$ cat src/rtl/ps2_pkg.sv
// Shared PS/2 definitions: transmitter state encoding and default timing.
// Also used by the keyboard decoder side of the PS/2 port.
package ps2_pkg;

    // 100 us of clock inhibit at 100 MHz
    localparam int PS2_INHIBIT_CYC = 10000;
    // 20 ms from clock release to ACK at 100 MHz
    localparam int PS2_TIMEOUT_CYC = 2000000;

    typedef enum logic [2:0] {
        ST_IDLE    = 3'd0,
        ST_INHIBIT = 3'd1,
        ST_REQ     = 3'd2,
        ST_DATA    = 3'd3,
        ST_PARITY  = 3'd4,
        ST_STOP    = 3'd5,
        ST_ACK     = 3'd6,
        ST_FINISH  = 3'd7
    } ps2_tx_state_e;

    // PS/2 frames carry odd parity over the 8 data bits
    function automatic logic odd_parity(input logic [7:0] b);
        return ~^b;
    endfunction

endpackage

$ cat src/rtl/ps2_sync_edge.sv
// Two-flop synchronizer for one raw PS/2 line plus falling-edge detect.
// Flops reset to 1 so an idle (pulled-up) bus never reads as an edge.
module ps2_sync_edge (
    input  logic clk,
    input  logic rst_n,
    input  logic din,
    output logic level,
    output logic fall
);

    logic meta_q, meta_d;
    logic sync_q, sync_d;
    logic prev_q, prev_d;

    // Shift the raw level through the synchronizer and keep one history bit
    always_comb begin
        meta_d = din;
        sync_d = meta_q;
        prev_d = sync_q;
    end

    // Synchronizer and history registers
    always_ff @(posedge clk or negedge rst_n) begin
        if (!rst_n) begin
            meta_q <= 1'b1;
            sync_q <= 1'b1;
            prev_q <= 1'b1;
        end else begin
            meta_q <= meta_d;
            sync_q <= sync_d;
            prev_q <= prev_d;
        end
    end

    assign level = sync_q;
    assign fall  = prev_q & ~sync_q;

endmodule

$ cat src/rtl/ps2_host_tx.sv
// PS/2 host-to-device transmitter: inhibit, request-to-send, 8 data bits,
// odd parity, stop, device ACK. Chip top forms PS2_x = oe ? 1'b0 : 1'bz.
module ps2_host_tx
    import ps2_pkg::*;
#(
    parameter int INHIBIT_CYC = PS2_INHIBIT_CYC,
    parameter int TIMEOUT_CYC = PS2_TIMEOUT_CYC
) (
    input  logic       clk,
    input  logic       rst_n,
    input  logic [7:0] tx_data,
    input  logic       tx_valid,
    output logic       tx_ready,
    output logic       tx_done,
    output logic       tx_error,
    input  logic       ps2_clk_in,
    input  logic       ps2_data_in,
    output logic       ps2_clk_oe,
    output logic       ps2_data_oe,
    output logic       busy
);

    localparam int IW = $clog2(INHIBIT_CYC + 1);
    localparam int TW = $clog2(TIMEOUT_CYC + 1);

    localparam logic [IW-1:0] INH_LAST  = IW'(INHIBIT_CYC - 1);
    localparam logic [IW-1:0] INH_START = IW'(INHIBIT_CYC - 2);
    localparam logic [TW-1:0] TO_LAST   = TW'(TIMEOUT_CYC - 1);

    logic clk_lvl, clk_fall;
    logic data_lvl, data_fall;

    ps2_tx_state_e   state_q, state_d;
    logic [7:0]      shift_q, shift_d;
    logic            parity_q, parity_d;
    logic [3:0]      bit_cnt_q, bit_cnt_d;
    logic [IW-1:0]   inh_cnt_q, inh_cnt_d;
    logic [TW-1:0]   to_cnt_q, to_cnt_d;
    logic            clk_oe_q, clk_oe_d;
    logic            data_oe_q, data_oe_d;
    logic            done_q, done_d;
    logic            error_q, error_d;
    logic            busy_q, busy_d;
    logic            ready_q, ready_d;

    ps2_sync_edge u_clk_sync (
        .clk   (clk),
        .rst_n (rst_n),
        .din   (ps2_clk_in),
        .level (clk_lvl),
        .fall  (clk_fall)
    );

    ps2_sync_edge u_data_sync (
        .clk   (clk),
        .rst_n (rst_n),
        .din   (ps2_data_in),
        .level (data_lvl),
        .fall  (data_fall)
    );

    // Data line edges are never needed; only its sampled level matters
    logic unused_data_fall;
    assign unused_data_fall = data_fall;

    // Next-state and next-output logic for the frame sequencer
    always_comb begin
        state_d   = state_q;
        shift_d   = shift_q;
        parity_d  = parity_q;
        bit_cnt_d = bit_cnt_q;
        inh_cnt_d = inh_cnt_q;
        to_cnt_d  = to_cnt_q;
        clk_oe_d  = clk_oe_q;
        data_oe_d = data_oe_q;
        done_d    = 1'b0;
        error_d   = 1'b0;

        unique case (state_q)
            ST_IDLE: begin
                clk_oe_d  = 1'b0;
                data_oe_d = 1'b0;
                if (tx_valid && ready_q) begin
                    shift_d   = tx_data;
                    parity_d  = odd_parity(tx_data);
                    inh_cnt_d = '0;
                    clk_oe_d  = 1'b1;
                    state_d   = ST_INHIBIT;
                end
            end
            ST_INHIBIT: begin
                inh_cnt_d = inh_cnt_q + IW'(1);
                // start bit goes out during the last inhibit cycle
                if (inh_cnt_q == INH_START) begin
                    data_oe_d = 1'b1;
                end
                if (inh_cnt_q == INH_LAST) begin
                    clk_oe_d  = 1'b0;
                    data_oe_d = 1'b1;
                    inh_cnt_d = '0;
                    bit_cnt_d = '0;
                    to_cnt_d  = '0;
                    state_d   = ST_REQ;
                end
            end
            ST_REQ: begin
                if (clk_fall) begin
                    data_oe_d = ~shift_q[0];
                    bit_cnt_d = 4'd1;
                    state_d   = ST_DATA;
                end
            end
            ST_DATA: begin
                if (clk_fall) begin
                    if (bit_cnt_q == 4'd8) begin
                        data_oe_d = ~parity_q;
                        state_d   = ST_PARITY;
                    end else begin
                        data_oe_d = ~shift_q[bit_cnt_q[2:0]];
                        bit_cnt_d = bit_cnt_q + 4'd1;
                    end
                end
            end
            ST_PARITY: begin
                if (clk_fall) begin
                    data_oe_d = 1'b0;
                    state_d   = ST_STOP;
                end
            end
            ST_STOP: begin
                if (clk_fall) begin
                    if (!data_lvl) begin
                        state_d = ST_ACK;
                    end else begin
                        error_d = 1'b1;
                        state_d = ST_IDLE;
                    end
                end
            end
            ST_ACK: begin
                if (clk_lvl && data_lvl) begin
                    done_d  = 1'b1;
                    state_d = ST_FINISH;
                end
            end
            ST_FINISH: begin
                state_d = ST_IDLE;
            end
        endcase

        // device-paced phases share one deadline measured from clock release
        if (state_q inside {ST_REQ, ST_DATA, ST_PARITY, ST_STOP, ST_ACK}) begin
            to_cnt_d = to_cnt_q + TW'(1);
            if (to_cnt_q == TO_LAST) begin
                error_d   = 1'b1;
                done_d    = 1'b0;
                clk_oe_d  = 1'b0;
                data_oe_d = 1'b0;
                state_d   = ST_IDLE;
            end
        end

        busy_d  = (state_d != ST_IDLE);
        ready_d = (state_d == ST_IDLE);
    end

    // Sequencer state, counters and registered line/handshake outputs
    always_ff @(posedge clk or negedge rst_n) begin
        if (!rst_n) begin
            state_q   <= ST_IDLE;
            shift_q   <= '0;
            parity_q  <= 1'b0;
            bit_cnt_q <= '0;
            inh_cnt_q <= '0;
            to_cnt_q  <= '0;
            clk_oe_q  <= 1'b0;
            data_oe_q <= 1'b0;
            done_q    <= 1'b0;
            error_q   <= 1'b0;
            busy_q    <= 1'b0;
            ready_q   <= 1'b1;
        end else begin
            state_q   <= state_d;
            shift_q   <= shift_d;
            parity_q  <= parity_d;
            bit_cnt_q <= bit_cnt_d;
            inh_cnt_q <= inh_cnt_d;
            to_cnt_q  <= to_cnt_d;
            clk_oe_q  <= clk_oe_d;
            data_oe_q <= data_oe_d;
            done_q    <= done_d;
            error_q   <= error_d;
            busy_q    <= busy_d;
            ready_q   <= ready_d;
        end
    end

    assign tx_ready    = ready_q;
    assign tx_done     = done_q;
    assign tx_error    = error_q;
    assign ps2_clk_oe  = clk_oe_q;
    assign ps2_data_oe = data_oe_q;
    assign busy        = busy_q;

endmodule
$ cat config.mk
export PLATFORM = sky130hd
export DESIGN_NAME = ps2_host_tx
export DESIGN_NICKNAME = d
export VERILOG_FILES = /design/src/rtl/ps2_pkg.sv /design/src/rtl/ps2_sync_edge.sv /design/src/rtl/ps2_host_tx.sv
export SDC_FILE = /design/constraint.sdc
export NUM_CORES = 1
export LEC_CHECK = 0
export BUFFER_PORTS_ARGS = -buffer_cell sky130_fd_sc_hd__buf_2
export CORE_ASPECT_RATIO = 0.8
export CORE_UTILIZATION = 50
export DETAILED_ROUTE_END_ITERATION = 8
export GPL_TIMING_DRIVEN = 0
export PLACE_DENSITY = 0.78
export SLEW_MARGIN = 20
export SYNTH_ARGS = -nofsm -noshare
export SYNTH_HDL_FRONTEND = slang
export SYNTH_SLANG_ARGS = --single-unit
$ cat constraint.sdc
create_clock -name clk -period 2.7 [get_ports clk]
set_input_delay 0.135 -clock clk [delete_from_list [all_inputs] [get_ports clk]]
set_output_delay 0.135 -clock clk [all_outputs]
set_load 0.1 [all_outputs]
Word level (Yosys, flattened, before mapping)
Index checks and enable logic that the tools add are counted.
Widths: inputs -> output; s select.
- register bits: 62
- latch bits: 0
- memory bits (writable): 0
- bits in read-only memories: 0
- input bits: 13
- output and inout port bits: 6
- logic and storage cells: 105
- memories kept: 0
- $add $sub $neg: 3
- $mul: 0
- divide/modulo/power cells: 0
- $lt $le $gt $ge: 1
- eq/ne operators: 16
- shifts and indexed selects: 0
- multiplexer cells: 48
- bitwise logic cells: 5
- reductions and logical operators: 15
- operator list (cell ; count):
    $mux 21 ; 3
    $mux 3 ; 11
    $eq 14x14->1 const B ; 2
    $mux 14 ; 2
    $pmux 14 s2 ; 1
    $pmux 3 s8 ; 1
    $mux 1 ; 22
    $add 21x1->21 const B ; 1
    $eq 21x21->1 const B ; 1
    $mux 4 ; 4
    $add 14x1->14 const B ; 1
    $eq 3x3->1 const B ; 4
    $pmux 4 s3 ; 1
    $ne 2x2->1 const B ; 5
    $reduce_xnor 8->1 ; 1
    $eq 3x2->1 const B ; 2
    $logic_not 3->1 ; 2
    $reduce_and 2->1 ; 3
    $reduce_bool 2->1 ; 3
    $reduce_bool 3->1 ; 2
    $pmux 1 s5 ; 1
    $reduce_and 5->1 ; 1
    $reduce_bool 5->1 ; 1
    $add 4x1->4 const B ; 1
    8 further kinds ; 12

Depth between registers and ports, before layout
- depth after elaboration: 8
- mapped depth: 7
- gate-level depth less buffers: 7

Cells and area by module
From an unflattened synthesis, not the netlist that was laid out.
- cells, all modules: 379
- area total of the unflattened synthesis: 3459.6 um^2
- modules (own cells, without submodules) (module ; times used ; cells each ; area an instance (um^2) ; sequential area each (um^2)):
    ps2_host_tx ; 1 ; 371 ; 3274.4 ; 1427.6
    ps2_sync_edge ; 2 ; 4 ; 92.6 ; 78.8

Worst setup path before layout
OpenSTA, ideal clock, no wires.
- path kind: register to register
- start point: reg inh_cnt_q[5]
- end point: reg inh_cnt_q[5]
- setup time: 0.121 ns
- arrival: 1.824 ns
- data required time: 2.579 ns
- slack: 0.755 ns
- cell stages (with the launch flop): 7
- buffers on the path: 1
- clock period less this slack: 1.945 ns
- cell sequence: dfrtp_1 or4b_4 nor4b_4 nand2b_1 buf_4 o21ai_0 a22o_1
- word-level cells in the longest chain between the ends: 3
- elaborated cells on any way between the ends: 4
- those cells by class: 1 x add/sub; 1 x eq/ne; 2 x mux
- RTL lines (element ; line ; source):
    start, declared ; ps2_host_tx.sv:37 ; logic [IW-1:0] inh_cnt_q, inh_cnt_d;
    start signal, assigned ; ps2_host_tx.sv:187 ; inh_cnt_q <= inh_cnt_d;
    $add 14x1->14 or $eq 14x14->1 (tied branches) ; ps2_host_tx.sv:92, ps2_host_tx.sv:97 ;
    $mux 14 (*) ; ps2_host_tx.sv:97 ; if (inh_cnt_q == INH_LAST) begin
    $pmux 14 s2 (*) ; ps2_host_tx.sv:79 ; unique case (state_q)
Every way passes the cells marked *; elsewhere a longest branch is shown, timed or not.
A chain may end at the register's enable or synchronous reset.

Worst setup path in the final report
- start point: reg state_q[1]
- end point: reg inh_cnt_q[9]
- word-level cells in the longest chain between the ends: 3
- elaborated cells on any way between the ends: 6
- those cells by class: 2 x eq/ne; 1 x mux; 3 x reduce/logical
- RTL lines (element ; line ; source):
    start, declared ; ps2_host_tx.sv:33 ; ps2_tx_state_e state_q, state_d;
    start signal, assigned ; ps2_host_tx.sv:183 ; state_q <= state_d;
    $eq 3x1->1 or $logic_not 3->1 (tied branches) ; ps2_host_tx.sv:79 ;
    $reduce_bool 2->1 (no line) or $ne 2x2->1 (tied branches) ; - ;
    $reduce_and 2->1 (no line) ; - ;
Parallel ways exist; a longest one is shown, timed or not.

==> impl_metrics.yaml <==
clock_network:
  cts_buffers: 9
  ctsRootBufferMaster: "clkbuf_8"
  clk_pin_slew_ps: 70
  cts_tree: "yes"
  clk_latency_ps: 350
  cts_buffer_depth: 2
  holdBufCountCts: 7
  cts.htree.levels: 3
  clkSinkCount: 62
  post_cts_buffers: 0
  cts_resized: 0
global_route:
  grt_usage: 0.2424
  grt_pass1_wl_um: 12740
  overflow: 0
  grt_pass1_vias: 2706
  antenna_found_initial: 0
  grt_start_max_net_pins: 34
synthesis:
  syn_area_per_cell_um2: 9.064
  synth-simple-area-share: 0.2558
  yosys.area.top_type: "dfrtp_1"
  yosys_register_bits: 62
  synth.area.top_cells: "dfrtp_1, nand2_1, o21ai_0"
  syn-num-nets: 386
  synth_compound_area_frac: 0.1737
  synth_top_family_by_area: "simple AND/OR/NAND/NOR gates"
  netlist_instances: 368
  yosysSeqAreaShare: 0.4674
  yosysWarnings: 0
  synth.distinct_cells: 56
  syn-cell-area_um2: 3336
  synth.area.mux_share: 0.02251
  ys.flop_type: "dfrtp_1"
  synth_top_area_frac: 0.4201
  synth-edff-count: 0
  synth_fa_ha_area_frac: 0.01875
  yosys.area_share.xor_xnor: 0.02888
  synthArstFlopShare: 1.000
routing:
  ant_nets: 0
  wirelength_um: 7713
  routedWlPerCell_um: 15.61
  first_pass_iters: 6
  avgViaCountPerCell: 5.976
  routed.top_layer: "met4"
  wl_met2_um: 3438
  drc_errors: 0
  m1WireLength_um: 3708
  routed-via-count: 2952
  drtIter0Drc: 252
  wl_met3_um: 459
layout:
  final.fill_count: 531
  layout-drive-gt1-share: 0.1415
  diodes: 0
  nNetsFinal: 423
  syn_to_final_growth_pct: 14.59
power_and_ir_drop:
  p_switching_w: 0.0004309
  power_frac_comb: 0.037
  leakage_nw: 1.648
  p_seq_frac: 0.515
  switching_share: 0.2364
  cellPowerDensity_nw_per_um2: 476.8
  pwr-share-clk: 0.449
  p_int_w: 0.001392
  ir_drop_mv: 0.2851
placed_design:
  io_buffers: 18
  dp_hpwl_um: 5332
  gp_routability_congestion: 0.9456
timing:
  rsz0062_at_grt: "false"
  worst_slew_pin_slew_ps: 652.0
  fin_crit_sh: 0.8619
  skew_ps: 9.244
  finalSetupViolCount: 0
  fin_tns_setup_ps: 0
  hold_viol: 0
  fmaxAchievable_mhz: 429.7
  max_slew_margin: 0.5592
  whs_ps: 9.690
  drv_slew: 0
  period_needed_ps: 2327
critical_path:
  criticalPathCategory: "flip-flop to flip-flop"
  crit_arrival_ps: 2550
  start_kind: "flip-flop"
  crit_path_end_kind: "flip-flop"
  critPathMaxFanout: 10
  critPathRequiredTime_ps: 2920
floorplan:
  coreArea_um2: 6409
  initial_core_util: 0.5205
  io_pins: 19
  fp-row-count: 26
  die_h_um: 75.06
  fp.dieW_um: 93.32
  die_area_um2: 7004
worst_hold_path:
  hp-class: "primary input to flip-flop"
run:
  drv_cap: 0
outcome:
  status: "completed"
[cells in the mapped netlist (5+ instances only)]
| master | count |
|---|---|
| o21ai_0 | 34 |
| dfstp_2 | 6 |
| xnor2_1 | 7 |
| inv_1 | 14 |
| a31oi_1 | 10 |
| o31ai_1 | 7 |
| clkbuf_1 | 8 |
| a21o_1 | 5 |
| nand4_1 | 12 |
| nand2_1 | 69 |
| dfrtp_1 | 56 |
| a21oi_1 | 14 |
| nor2_1 | 20 |
| and3_1 | 5 |
| nand3_1 | 17 |
| nor3_1 | 13 |
| ha_1 | 5 |
[layout make-up]
type / count / area, µm² / share of cell area
multi-input combinational: 279 / 1667 / 0.4360
sequential: 62 / 1559 / 0.4079
timing repair buffer: 26 / 182.7 / 0.04779
clock buffer: 9 / 123.9 / 0.03241
tap: 84 / 105.1 / 0.02750
clock inverter: 7 / 75.07 / 0.01964
buffer: 13 / 57.56 / 0.01506
inverter: 14 / 52.55 / 0.01375
[worst max-delay path, cell delays in order, from the launching register on]
cell	delay [ps]
dfrtp_1	370
buf_2	180
nor3_1	450
and3_1	220
clkbuf_1	380
nor2_1	240
o2111ai_1	250
o31ai_1	110
[kinds of logic (layout without fill, tap and decap cells)]
kind of cell | Yosys count | count (layout)
xor+xnor | 11 | 11
flops | 62 | 62
mux | 5 | 5
simple gates | 166 | 166
buf+inv | 27 | 69
compound gates | 92 | 92
fa+ha+maj | 5 | 5
[worst paths after layout]
path	start	to	slack, ps	depth (start not counted)
min reg2reg	u_clk_sync.meta_q$_DFF_PN1_	u_clk_sync.level$_DFF_PN1_	360	0
max reg2reg	state_q[1]$_DFF_PN0_	inh_cnt_q[9]$_DFFE_PN0P_	370	7
max	state_q[1]$_DFF_PN0_	inh_cnt_q[9]$_DFFE_PN0P_	370	7
min	tx_data[3]	shift_q[3]$_DFFE_PN0P_	10	3
min in group asynchronous	rst_n	to_cnt_q[14]$_DFFE_PN0P_	240	2
max in group asynchronous	rst_n	tx_ready$_DFF_PN1_	1890	3
[state kept, by name, indices dropped and copies added, names as in the netlist]
register / flops
tx_ready: 1
tx_done: 1
to_cnt_q: 21
shift_q: 8
u_clk_sync.meta_q: 1
u_data_sync.level: 1
busy: 1
u_clk_sync.prev_q: 1
u_data_sync.meta_q: 1
inh_cnt_q: 14
ps2_clk_oe: 1
tx_error: 1
u_clk_sync.level: 1
parity_q: 1
ps2_data_oe: 1
bit_cnt_q: 4
state_q: 3
[layer usage]
metal / global-route usage / up-vias
met3: 0.06970 / 11
met2: 0.3619 / 104
met4: 0.08889 / 0
li1: - / 1424
met1: 0.3389 / 1413
met5: 0 / -
[power groups by stage]
stage	Sequential [W]	Clock (W)	Combinational, W
6_report	0.000938	0.000818	0.0000667
5_1_grt	0.000938	0.000878	0.0000746
3_3_place_gp	0.000955	0	0.0000550
3_5_place_dp	0.000956	0	0.0000604
2_1_floorplan	0.000955	0	0.0000229
4_1_cts	0.000938	0.000834	0.0000681
[placed cells by master, fill, tap and decap left out, drive strengths merged, types with 4 or more instances in the layout]
cell type,count
xnor2,7
o31ai,8
a21oi,14
ha,5
dfrtp,56
o211ai,4
a21o,5
clkbuf,17
buf,24
inv,14
dlygate4sd3,7
nor2,20
nand4,12
nor3,13
a31oi,10
nand2b,4
o21ai,34
and3,5
nand2,69
xor2,4
nand3,17
dfstp,6
[through the flow]
step / cell area (µm²) / util / setup WS (ps) / cells / power (W)
finish: 3822 / 0.5964 / 372.9 / 494 / 0.001823
CTS: 3822 / 0.5964 / 411.4 / 494 / 0.001840
global route: 3822 / 0.5964 / 198.1 / 494 / 0.001891
global placement: 3531 / 0.5510 / 444.1 / 470 / 0.001010
floorplan: 3336 / - / 755.5 / 368 / 0.0009778
detailed placement: 3553 / 0.5545 / 455.2 / 471 / 0.001016
Note: power is estimated with default switching activity, not from simulation.
